==> config.mk <==
export PLATFORM = sky130hd
export DESIGN_NAME = hyperbus_cs_sequencer
export DESIGN_NICKNAME = d
export VERILOG_FILES = /design/src/rtl/hyperbus_cs_sequencer.sv
export SDC_FILE = /design/constraint.sdc
export NUM_CORES = 1
export LEC_CHECK = 0
export CAP_MARGIN = 20
export CORE_MARGIN = 5
export CORE_UTILIZATION = 45
export CTS_BUF_LIST = sky130_fd_sc_hd__clkbuf_8
export DETAILED_ROUTE_END_ITERATION = 10
export PLACE_DENSITY = 0.87
export SYNTH_ARGS = -nofsm -noshare
export SYNTH_HDL_FRONTEND = slang
export SYNTH_SLANG_ARGS = --single-unit
export TNS_END_PERCENT = 100
==> constraint.sdc <==
create_clock -name tx_clk_90 -period 2 [get_ports tx_clk_90]
set_input_delay 0.4 -clock tx_clk_90 [delete_from_list [all_inputs] [get_ports tx_clk_90]]
set_output_delay 0.4 -clock tx_clk_90 [all_outputs]
set_load 0.1 [all_outputs]
==> src/rtl/hyperbus_cs_sequencer.sv <==
// ============================================================================
// hyperbus_cs_sequencer: N-chip CS / output-clock-enable sequencer with
// programmable tCSS, tCSH and tCSHI intervals, in the tx_clk_90 domain.
// Optional tCSM watchdog: define HYPERBUS_CS_TCSM_EN.
// Revision: 1.0
// ============================================================================
`default_nettype none

module hyperbus_cs_sequencer #(
  parameter int unsigned NumChips  = 2,
  parameter int unsigned CntWidth  = 4,
  parameter int unsigned TcsmWidth = 12
) (
  input  logic                 tx_clk_90,
  input  logic                 rst_ni,
  input  logic [NumChips-1:0]  cs_i,
  input  logic                 cs_ena_i,
  input  logic                 ck_req_i,
  input  logic [CntWidth-1:0]  cfg_t_css_i,
  input  logic [CntWidth-1:0]  cfg_t_csh_i,
  input  logic [CntWidth-1:0]  cfg_t_cshi_i,
  input  logic [TcsmWidth-1:0] cfg_t_csm_i,
  output logic [NumChips-1:0]  hyper_cs_no,
  output logic                 ck_ena_o,
  output logic                 cs_ready_o,
  output logic                 busy_o,
  output logic                 sel_err_o,
  output logic                 tcsm_viol_o
);

  localparam logic [CntWidth-1:0] CntOne = 1;

  typedef enum logic [2:0] {
    IDLE    = 3'd0,
    SETUP   = 3'd1,
    ACTIVE  = 3'd2,
    HOLD    = 3'd3,
    RECOVER = 3'd4
  } state_e;

  state_e              state_q, state_d;
  logic [CntWidth-1:0] cnt_q, cnt_d;
  logic [NumChips-1:0] sel_q, sel_d;
  logic [NumChips-1:0] cs_n_q, cs_n_d;
  logic                ck_ena_q, ck_ena_d;
  logic                rdy_q, rdy_d;
  logic                busy_q, busy_d;
  logic                err_q, err_d;

  always_ff @(posedge tx_clk_90 or negedge rst_ni) begin
    if (!rst_ni) begin
      state_q  <= IDLE;
      cnt_q    <= '0;
      sel_q    <= '0;
      cs_n_q   <= '1;
      ck_ena_q <= 1'b0;
      rdy_q    <= 1'b0;
      busy_q   <= 1'b0;
      err_q    <= 1'b0;
    end else begin
      state_q  <= state_d;
      cnt_q    <= cnt_d;
      sel_q    <= sel_d;
      cs_n_q   <= cs_n_d;
      ck_ena_q <= ck_ena_d;
      rdy_q    <= rdy_d;
      busy_q   <= busy_d;
      err_q    <= err_d;
    end
  end

  always_comb begin
    state_d  = state_q;
    cnt_d    = cnt_q;
    sel_d    = sel_q;
    ck_ena_d = 1'b0;
    rdy_d    = rdy_q;
    err_d    = 1'b0;

    case (state_q)
      IDLE: begin
        rdy_d = 1'b0;
        if (cs_ena_i) begin
          if ($onehot(cs_i)) begin
            sel_d   = cs_i;
            cnt_d   = cfg_t_css_i;
            state_d = SETUP;
          end else begin
            err_d = 1'b1;
          end
        end
      end
      SETUP: begin
        // An aborted setup goes straight to hold so tCSH is still honoured
        if (!cs_ena_i) begin
          cnt_d   = cfg_t_csh_i;
          state_d = HOLD;
        end else if (cnt_q == '0) begin
          rdy_d   = 1'b1;
          state_d = ACTIVE;
        end else begin
          cnt_d = cnt_q - CntOne;
        end
      end
      ACTIVE: begin
        if (!cs_ena_i) begin
          rdy_d   = 1'b0;
          cnt_d   = cfg_t_csh_i;
          state_d = HOLD;
        end else begin
          ck_ena_d = ck_req_i;
        end
      end
      HOLD: begin
        if (cnt_q == '0) begin
          cnt_d   = cfg_t_cshi_i;
          state_d = RECOVER;
        end else begin
          cnt_d = cnt_q - CntOne;
        end
      end
      RECOVER: begin
        if (cnt_q == '0) begin
          state_d = IDLE;
        end else begin
          cnt_d = cnt_q - CntOne;
        end
      end
      default: begin
        state_d = IDLE;
      end
    endcase

    cs_n_d = (state_d inside {SETUP, ACTIVE, HOLD}) ? ~sel_d : '1;
    busy_d = (state_d != IDLE);
  end

  assign hyper_cs_no = cs_n_q;
  assign ck_ena_o    = ck_ena_q;
  assign cs_ready_o  = rdy_q;
  assign busy_o      = busy_q;
  assign sel_err_o   = err_q;

`ifdef HYPERBUS_CS_TCSM_EN
  localparam logic [TcsmWidth-1:0] TcsmOne = 1;

  logic [TcsmWidth-1:0] tcsm_q, tcsm_d;
  logic                 viol_q, viol_d;

  always_comb begin
    tcsm_d = tcsm_q;
    viol_d = viol_q;
    if (state_q == IDLE && state_d == SETUP) begin
      tcsm_d = '0;
      viol_d = 1'b0;
    end else if (state_q inside {SETUP, ACTIVE, HOLD}) begin
      if (tcsm_q != '1) begin
        tcsm_d = tcsm_q + TcsmOne;
      end
      // Flag only; CS is left under controller control
      if (cfg_t_csm_i != '0 && tcsm_d == cfg_t_csm_i) begin
        viol_d = 1'b1;
      end
    end
  end

  always_ff @(posedge tx_clk_90 or negedge rst_ni) begin
    if (!rst_ni) begin
      tcsm_q <= '0;
      viol_q <= 1'b0;
    end else begin
      tcsm_q <= tcsm_d;
      viol_q <= viol_d;
    end
  end

  assign tcsm_viol_o = viol_q;
`else
  logic unused_csm;
  assign unused_csm  = ^cfg_t_csm_i;
  assign tcsm_viol_o = 1'b0;
`endif

endmodule

`default_nettype wire

==> metrics.txt <==
GRT Overall Usage=16.47%; worst r2r path cells=8; vias in the first global route=991; largest net degree at the start of global routing=23; skew final=0.001972 ns; top-count cell post-synth=nor2_1; initial antenna violation count=0; gr busiest metal=met2; CTS Buf Count=3; CP Launch Type=flop; met3 usage=4.751%; Critical Path RT=2.15 ns; met2 Usage GRT=25.32%; status=completed; crit path time final=1.812 ns; EDFF count, synth=0; Detailed Route WL=2540 um; post-DP HPWL=1893 um; Clock Path Buffers=2; DR iter-0 viols=16; crit path kind=reg2reg; met1 GRT Util=19.83%; most used cell, CP=o21ai_0; syn_nets=154; die area=3288 um2; Post-synth ARST share=100.0%; Slew Limit Fails=0; power after layout=2.125 mW; Critical Path AT=1.97 ns; Skew-Pair Late Insertion Delay=0.25 ns; Initial Util=46.48%; HP Class=in2async; post-route ant nets=0; Port Buffers=23; syn avg cell area=8.199 um2; Hold Fails Final Rpt=0; RSZ-0062 raised after global routing=no; Synth-to-Final Area Change=33.87%; top_reg_cell synth=dfrtp_1; Final #Nets=182; drt via density=5.674; Synth Warn #=0; commonest cells in the synthesized netlist=15 x nor2_1, 13 x dfrtp_1, 12 x nand2_1; nature of the critical path endpoint=flop; Tcrit/Tclk final=90.59%; Placement Rows=17; drt first pass iters=4; Post-route DRC=0; Max VDD drop=0.8708 mV; Fin Setup TNS=0 ns; Worst slew margin=57.37%; layout cells sized above 1=16.67%; pwr/cell area=1574 nW/um2; #FFs+latches synth=15; antenna fix cells=0; Lkg Pwr=0.5824 nW; chip width=57.34 um; Max FO, Critical Path=5; gpl congestion=0.8701; DR WL/cell=14.27 um; CTS Root Cell=clkbuf_8; f_max=551.9 MHz; Final setup viols=0; TritonCTS clock tree=done; slowest stage delay, CP=0.40 ns; area of the core=2170 um2; Area contributors post-synth=dfrtp_1 32%, nor2_1 5.6%, dfstp_2 5.2%; H-tree depth=1; crit path max-delay cell type=dfrtp_1; clk sinks=15; Cell Area, Synth=1008 um2; clk slew on worst S/H paths=0.06 ns; Fillers=194; Yosys cell types=43; Seq/Total Area, Yosys=37.47%; Die H=57.34 um; top-area cell type share of the netlist area=32.26%; worst path cell trace=inv_1 -> ha_1 -> buf_4 -> nor3b_4 -> nand3_1 -> o21ai_0 -> o21ai_0 -> a221oi_1; total grt overflow=0; Max-Cap Viols=0; I/O pin count=37; Mapped Cells=123; measured slew at the worst slew-check pin=0.6394 ns; via count=1010; area leader, netlist=dfrtp_1; Fin Hold WS=0.4728 ns; first-pass GRT wire length=4167 um
[through the flow]
stage	setup slack, ns	utilization (%)	instance area, um2	instances
2_1_floorplan	0.2499	-	1008	123
5_1_grt	0.02462	62.23	1350	178
4_1_cts	0.09200	61.82	1341	178
6_report	0.1881	62.23	1350	178
3_5_place_dp	-0.04655	59.75	1296	174
3_3_place_gp	-0.01377	59.75	1296	174
[placed cells by master, fill, tap and decap left out, types with 2 or more instances in the layout]
| master | instances |
|---|---|
| nand2_1 | 12 |
| clkbuf_8 | 3 |
| buf_12 | 2 |
| clkdlybuf4s50_1 | 17 |
| buf_4 | 12 |
| xnor2_1 | 2 |
| nor2_1 | 15 |
| a31oi_1 | 2 |
| o21ai_0 | 8 |
| a21oi_1 | 7 |
| nand3_1 | 3 |
| dfrtp_1 | 13 |
| mux2_1 | 2 |
| a211oi_1 | 2 |
| inv_1 | 10 |
| a21boi_0 | 2 |
| or2_1 | 2 |
| dfstp_2 | 2 |
| o21ai_1 | 8 |
| a221oi_1 | 3 |
[routing by layer]
layer | part of all wire, % | up-vias
li1 | - | 487
met1 | 43 | 481
met2 | 48 | 35
met3 | 5.8 | 7
met4 | 3.2 | 0
met5 | 0 | -
[final cells by class]
type / instances / area, um2 / share of cell area, %
Inverter: 10 / 37.54 / 2.780
Clock buffer: 3 / 41.29 / 3.058
Timing Repair Buffer: 31 / 300.3 / 22.24
Multi-Input combinational cell: 90 / 554.3 / 41.06
Tap cell: 28 / 35.03 / 2.595
Sequential cell: 15 / 377.9 / 27.99
Clock inverter: 1 / 3.754 / 0.2780
[flip-flops by register name (all words and copies together) (netlist names)]
signal	cells
sel_q	2
state_q	3
sel_err_o	1
hyper_cs_no	2
busy_o	1
ck_ena_o	1
cs_ready_o	1
cnt_q	4
[worst max-delay path, delay by kind of cell (launching register included)]
family / cells / cell delay (ns)
flops: 1 / 0.40
fa+ha+maj: 1 / 0.17
compound gates: 3 / 0.49
buf+inv: 2 / 0.20
simple gates: 2 / 0.44
[where the power goes]
group	total (mW)	switching, mW	internal (mW)
sequential	0.605	0.182	0.423
clock	0.245	0.109	0.136
combinational	1.27	0.732	0.543
[kinds of logic (layout without fill, tap and decap cells)]
group,Yosys count,count (layout),synth area share (%)
simple gates,42,42,21.59
compound gates,40,40,25.06
buf+inv,18,45,8.436
flops,15,15,37.47
xor+xnor,3,3,2.606
fa+ha+maj,2,2,2.233
mux,2,2,2.233
other cells,1,1,0.3719
[repair_timing]
action | CTS | global route
hold buffers | 0 | 0
setup buffers | 0 | 0
endpoints found under the setup margin | 0 | 4
gates resized for setup | 0 | 2
[path summary, 6_finish.rpt]
| kind | from | end | slack, ns |
|---|---|---|---|
| worst min register to register | sel_q[1]$_DFF_PN0_ | sel_q[1]$_DFF_PN0_ | 0.52 |
| worst max register to register | cnt_q[1]$_DFFE_PN0P_ | cnt_q[0]$_DFFE_PN0P_ | 0.19 |
| worst min-delay path | rst_ni | cs_ready_o$_DFFE_PN0P_ | 0.47 |
| max in group asynchronous | rst_ni | hyper_cs_no[1]$_DFF_PN1_ | 1.28 |
| worst max-delay path | cnt_q[1]$_DFFE_PN0P_ | cnt_q[0]$_DFFE_PN0P_ | 0.19 |
| min in group tx_clk_90 | sel_q[1]$_DFF_PN0_ | sel_q[1]$_DFF_PN0_ | 0.52 |
(Power assumes the default switching activity.)
